### src/rtl/boot_sequencer.sv
// Bootload controller: parses a framed byte stream and writes program images
// into the CPU's instruction and data memories.
module boot_sequencer #(
  parameter int          BITS  = 32,
  parameter int          ADDRW = 13,
  parameter logic [7:0]  MAGIC = 8'hA5
) (
  input  logic             clk,
  input  logic             rst,
  input  logic [7:0]       rx_data,
  input  logic             rx_valid,
  output logic [BITS-1:0]  wdata_data,
  output logic [ADDRW:0]   wdata_addr,
  output logic [2:0]       dst,
  output logic             bootloading,
  output logic             boot_done,
  output logic             err
);

  typedef enum logic [2:0] {
    S_IDLE   = 3'd0,
    S_CMD    = 3'd1,
    S_CNT_LO = 3'd2,
    S_CNT_HI = 3'd3,
    S_DATA   = 3'd4,
    S_RUN    = 3'd5
  } state_e;

  // Largest word count a single section may carry.
  localparam logic [16:0] CNT_MAX = 17'd1 << ADDRW;

  state_e            state_q, state_d;
  logic              tgt_imem_q, tgt_imem_d;
  logic [7:0]        cnt_lo_q, cnt_lo_d;
  logic [ADDRW:0]    cnt_q, cnt_d;
  logic [ADDRW:0]    word_idx_q, word_idx_d;
  logic [1:0]        byte_idx_q, byte_idx_d;
  logic [31:0]       asm_q, asm_d;
  logic [BITS-1:0]   wdata_data_q, wdata_data_d;
  logic [ADDRW:0]    wdata_addr_q, wdata_addr_d;
  logic [2:0]        dst_q, dst_d;
  logic              bootloading_q, bootloading_d;
  logic              boot_done_q, boot_done_d;
  logic              err_q, err_d;

  logic [15:0]       cnt_full_s;
  logic [31:0]       word_s;

  // State and output registers.
  always_ff @(posedge clk or posedge rst) begin
    if (rst) begin
      state_q       <= S_IDLE;
      tgt_imem_q    <= 1'b0;
      cnt_lo_q      <= 8'd0;
      cnt_q         <= '0;
      word_idx_q    <= '0;
      byte_idx_q    <= 2'd0;
      asm_q         <= 32'd0;
      wdata_data_q  <= '0;
      wdata_addr_q  <= '0;
      dst_q         <= 3'b000;
      bootloading_q <= 1'b1;
      boot_done_q   <= 1'b0;
      err_q         <= 1'b0;
    end else begin
      state_q       <= state_d;
      tgt_imem_q    <= tgt_imem_d;
      cnt_lo_q      <= cnt_lo_d;
      cnt_q         <= cnt_d;
      word_idx_q    <= word_idx_d;
      byte_idx_q    <= byte_idx_d;
      asm_q         <= asm_d;
      wdata_data_q  <= wdata_data_d;
      wdata_addr_q  <= wdata_addr_d;
      dst_q         <= dst_d;
      bootloading_q <= bootloading_d;
      boot_done_q   <= boot_done_d;
      err_q         <= err_d;
    end
  end

  // Frame parser: next state, byte assembly and write strobe generation.
  always_comb begin
    state_d       = state_q;
    tgt_imem_d    = tgt_imem_q;
    cnt_lo_d      = cnt_lo_q;
    cnt_d         = cnt_q;
    word_idx_d    = word_idx_q;
    byte_idx_d    = byte_idx_q;
    asm_d         = asm_q;
    wdata_data_d  = wdata_data_q;
    wdata_addr_d  = wdata_addr_q;
    dst_d         = 3'b000;
    bootloading_d = bootloading_q;
    boot_done_d   = 1'b0;
    err_d         = err_q;
    cnt_full_s    = {rx_data, cnt_lo_q};
    word_s        = asm_q;
    word_s[byte_idx_q*8 +: 8] = rx_data;

    if (rx_valid) begin
      case (state_q)
        S_IDLE: begin
          if (rx_data == MAGIC) begin
            state_d = S_CMD;
          end else begin
            state_d = S_IDLE;
          end
        end
        S_CMD: begin
          case (rx_data)
            8'h01: begin
              tgt_imem_d = 1'b1;
              state_d    = S_CNT_LO;
            end
            8'h02: begin
              tgt_imem_d = 1'b0;
              state_d    = S_CNT_LO;
            end
            8'h03: begin
              bootloading_d = 1'b0;
              boot_done_d   = 1'b1;
              state_d       = S_RUN;
            end
            default: begin
              err_d   = 1'b1;
              state_d = S_IDLE;
            end
          endcase
        end
        S_CNT_LO: begin
          cnt_lo_d = rx_data;
          state_d  = S_CNT_HI;
        end
        S_CNT_HI: begin
          // The range check guarantees word addresses never wrap.
          if (cnt_full_s == 16'd0) begin
            state_d = S_IDLE;
          end else if ({1'b0, cnt_full_s} > CNT_MAX) begin
            err_d   = 1'b1;
            state_d = S_IDLE;
          end else begin
            cnt_d      = cnt_full_s[ADDRW:0];
            word_idx_d = '0;
            byte_idx_d = 2'd0;
            state_d    = S_DATA;
          end
        end
        S_DATA: begin
          asm_d      = word_s;
          byte_idx_d = byte_idx_q + 2'd1;
          if (byte_idx_q == 2'd3) begin
            wdata_data_d = BITS'(word_s);
            wdata_addr_d = {1'b0, word_idx_q[ADDRW-1:0]};
            dst_d        = tgt_imem_q ? 3'b100 : 3'b010;
            word_idx_d   = word_idx_q + 1'b1;
            if ((word_idx_q + 1'b1) == cnt_q) begin
              state_d = S_IDLE;
            end else begin
              state_d = S_DATA;
            end
          end else begin
            state_d = S_DATA;
          end
        end
        S_RUN: begin
          state_d = S_RUN;
        end
        default: begin
          state_d = S_IDLE;
        end
      endcase
    end else begin
      state_d = state_q;
    end
  end

  assign wdata_data  = wdata_data_q;
  assign wdata_addr  = wdata_addr_q;
  assign dst         = dst_q;
  assign bootloading = bootloading_q;
  assign boot_done   = boot_done_q;
  assign err         = err_q;

endmodule

### config.mk
export PLATFORM = sky130hd
export DESIGN_NAME = boot_sequencer
export DESIGN_NICKNAME = d
export VERILOG_FILES = /design/src/rtl/boot_sequencer.sv
export SDC_FILE = /design/constraint.sdc
export NUM_CORES = 1
export LEC_CHECK = 0
export ABC_CLOCK_PERIOD_IN_PS = 5100
export CORE_MARGIN = 8
export CORE_UTILIZATION = 57
export CTS_CLUSTER_DIAMETER = 150
export DETAILED_ROUTE_END_ITERATION = 16
export PLACE_DENSITY = 0.88
export REMOVE_ABC_BUFFERS = 1
export SLEW_MARGIN = 20
export SYNTH_ARGS = -nofsm -noshare
export SYNTH_HDL_FRONTEND = slang
export SYNTH_SLANG_ARGS = --single-unit
### constraint.sdc
create_clock -name clk -period 5.1 [get_ports clk]
set_clock_uncertainty 0.1 [all_clocks]
set_input_delay 0.51 -clock clk [delete_from_list [all_inputs] [get_ports clk]]
set_output_delay 0.51 -clock clk [all_outputs]
set_load 0.03 [all_outputs]
==> impl_metrics.tcl <==
set metrics [dict create \
    outcome "complete, no violations" \
    cts_tree "yes" \
    finalCoreUtilization_pct 69.93 \
    chipWidth_um 117.5 \
    area_delta_synth_final_pct 21.24 \
    grt_setup_unrepaired "no" \
    path_class "reg -> reg" \
    postCtsResizedCells 0 \
    cts_buffers 17 \
    ir_drop_v 0.0002387 \
    antenna_found_initial 0 \
    clock_latency_ns 0.52 \
    p_leak_nw 3.202 \
    p_per_area_mw_per_mm2 375.7 \
    drtAntennaViolNets 0 \
    async_flop_share_pct 100.0 \
    synthCells 575 \
    num_antenna_cells 0 \
    final_area_mm2 0.007122 \
    ys.flop_type "dfrtp_1" \
    start_util_pct 57.68 \
    tightest_slew_ns 1.034 \
    viasPerCell 5.986 \
    portBuffers 60 \
    max_freq_ghz 0.3304 \
    cp-start-kind "register" \
    cts_buffer_depth 2 \
    drv_slew 0 \
    design.die.area_mm2 0.01381 \
    cts_sinks 124 \
    stdcell_count 770 \
    clk_pin_slew_ns 0.06 \
    drive_above_1_share_pct 10.25 \
    synth_edf_count 0 \
    path_max_fanout 29 \
    place_hpwl_mm 8.965 \
    final_hold_viol_count 0 \
    avgSynthCellArea_um2 10.22 \
    synth.distinct_cells 55 \
    first_global_vias 4781 \
    ys_ff_latch 124 \
    yosys_warnings 0 \
    timing.final.crit_share_pct 59.34 \
    place_inst 739 \
    die_h_um 117.5 \
    grt_first_pass_wirelength_mm 23.56 \
    gp_congestion 0.8767 \
    grt_use_total_pct 20.71 \
    placed_cell_area_mm2 0.006510 \
    firstDrtPassIters 6 \
    drt-total-wl_mm 13.86 \
    synth_top_area_share_pct 52.40 \
    max_slew_margin_pct 30.46 \
    post_drt_wl_per_cell_um 18.00 \
    ios 63 \
    drc 0 \
    final_cell_mix "123 x dfrtp_1, 75 x a21oi_1, 62 x nand2_1, 60 x clkdlybuf4s50_1, 49 x nor2_1" \
    cp.arrival_ns 3.34 \
    route.vias.total 4609 \
    drv_cap 0 \
    finalSetupTns_ns 0 \
    overflow 0 \
    yosys-top-cells-area "dfrtp_1 52%, a21oi_1 6.4%, a22o_1 4.8%, nand2_1 4.0%, nor2b_1 3.6%" \
    synth-seq-area-share_pct 52.84 \
    end_kind "register" \
    netlist.top_cell.by_area "dfrtp_1" \
    fin_crit_ns 3.026 \
    final_nets 640 \
    setup_viol 0 \
    worstPathRequired_ns 5.41 \
    ctsHoldBuffers 0 \
    grt_max_degree 65 \
    num_rows 37 \
    drt-initial-drc-count 398 \
    cts_setup_buffers 0 \
    synth_area_mm2 0.005874 \
    core_mm2 0.01018 \
    min_path_type "in -> async" \
    root_buffer "clkbuf_8" \
    layout_commonest_cell "dfrtp_1" \
    htreeDepth 4 \
]
==> logic make-up after synthesis <==
kind of cell | synth area share (%)
other | 0.06384
xor gates and xnor gates | 3.131
buffers and inverters | 4.025
AOI/OAI and AO/OA | 16.38
adders and majority gates | 1.491
DFF | 52.84
and+or+nand+nor | 17.64
muxes | 4.430
==> cell type report <==
| type | instances | area [um2] |
|---|---|---|
| clock buffer | 20 | 445.4 |
| clock inverter | 11 | 166.4 |
| fill | 733 | 3063 |
| inverter | 9 | 36.28 |
| multi-input combinational | 402 | 2539 |
| sequential | 124 | 3104 |
| tap | 136 | 170.2 |
| timing repair buffer | 68 | 660.6 |
==> state kept, by name (all words and copies together), names as in the netlist <==
signal	flops
asm_q	32
boot_done	1
bootloading	1
byte_idx_q	2
cnt_lo_q	8
cnt_q	14
dst	2
err	1
state_q	3
tgt_imem_q	1
wdata_addr	13
wdata_data	32
word_idx_q	14
==> final timing paths <==
kind / end / cells after the start / start / slack [ns]
min: wdata_addr[12]$_DFFE_PP0P_ / 2 / rst / 0.23
max: word_idx_q[13]$_DFFE_PP0P_ / 6 / state_q[2]$_DFFE_PP0P_ / 2.07
min reg2reg: wdata_addr[7]$_DFFE_PP0P_ / 2 / wdata_addr[7]$_DFFE_PP0P_ / 0.37
min in group clk: wdata_addr[7]$_DFFE_PP0P_ / 2 / wdata_addr[7]$_DFFE_PP0P_ / 0.37
max reg2reg: word_idx_q[13]$_DFFE_PP0P_ / 6 / state_q[2]$_DFFE_PP0P_ / 2.07
max in group asynchronous: cnt_q[9]$_DFFE_PP0P_ / 3 / rst / 3.66
==> per-stage QoR <==
step / worst slack [ns] / power, mW / hold WS, ns
2_1_floorplan: 1.192 / 1.321 / 0.3336
3_3_place_gp: 1.904 / 1.423 / 0.3584
3_5_place_dp: 1.841 / 1.442 / 0.3622
4_1_cts: 2.136 / 2.687 / 0.2375
5_1_grt: 1.856 / 2.779 / 0.2541
6_report: 2.074 / 2.675 / 0.2342
==> report_power, final <==
group / internal (mW) / total, mW / switching [mW]
sequential: 1.04 / 1.10 / 0.0550
combinational: 0.126 / 0.339 / 0.213
clock: 0.815 / 1.24 / 0.426
==> per-layer routing <==
metal,part of all wire [%],global-route usage (%),vias up
met5,0,0,-
li1,-,-,2104
met3,6.4,6.763,39
met4,2.4,9.047,0
met1,42,24.76,2274
met2,49,33.55,192
==> synthesized netlist by cell type, types with 2 or more instances <==
master,n
a21oi_1,75
a22o_1,32
a31oi_1,6
and2_1,8
and3_1,4
and4_1,3
buf_1,3
buf_2,6
buf_4,9
clkbuf_1,22
dfrtp_1,123
ha_1,7
inv_1,9
mux2_1,8
mux2_2,13
nand2_1,62
nand2b_1,2
nand3_1,7
nand4_1,6
nor2_1,49
nor2b_1,34
nor3_1,3
nor4_2,2
nor4b_2,2
o211ai_1,2
o21ai_0,16
o21ai_1,8
o31ai_1,5
o41ai_1,2
or4_1,2
or4_4,2
xnor2_1,14
xor2_1,7
==> worst max-delay path, stage by stage, from the launching register on <==
cell,delay [ns]
dfrtp_1,0.52
nor3b_1,0.47
and2_1,0.43
nand2_1,0.63
nand2b_1,0.42
o21ai_0,0.13
a32o_1,0.21
Note: power is estimated with default switching activity, not from simulation.
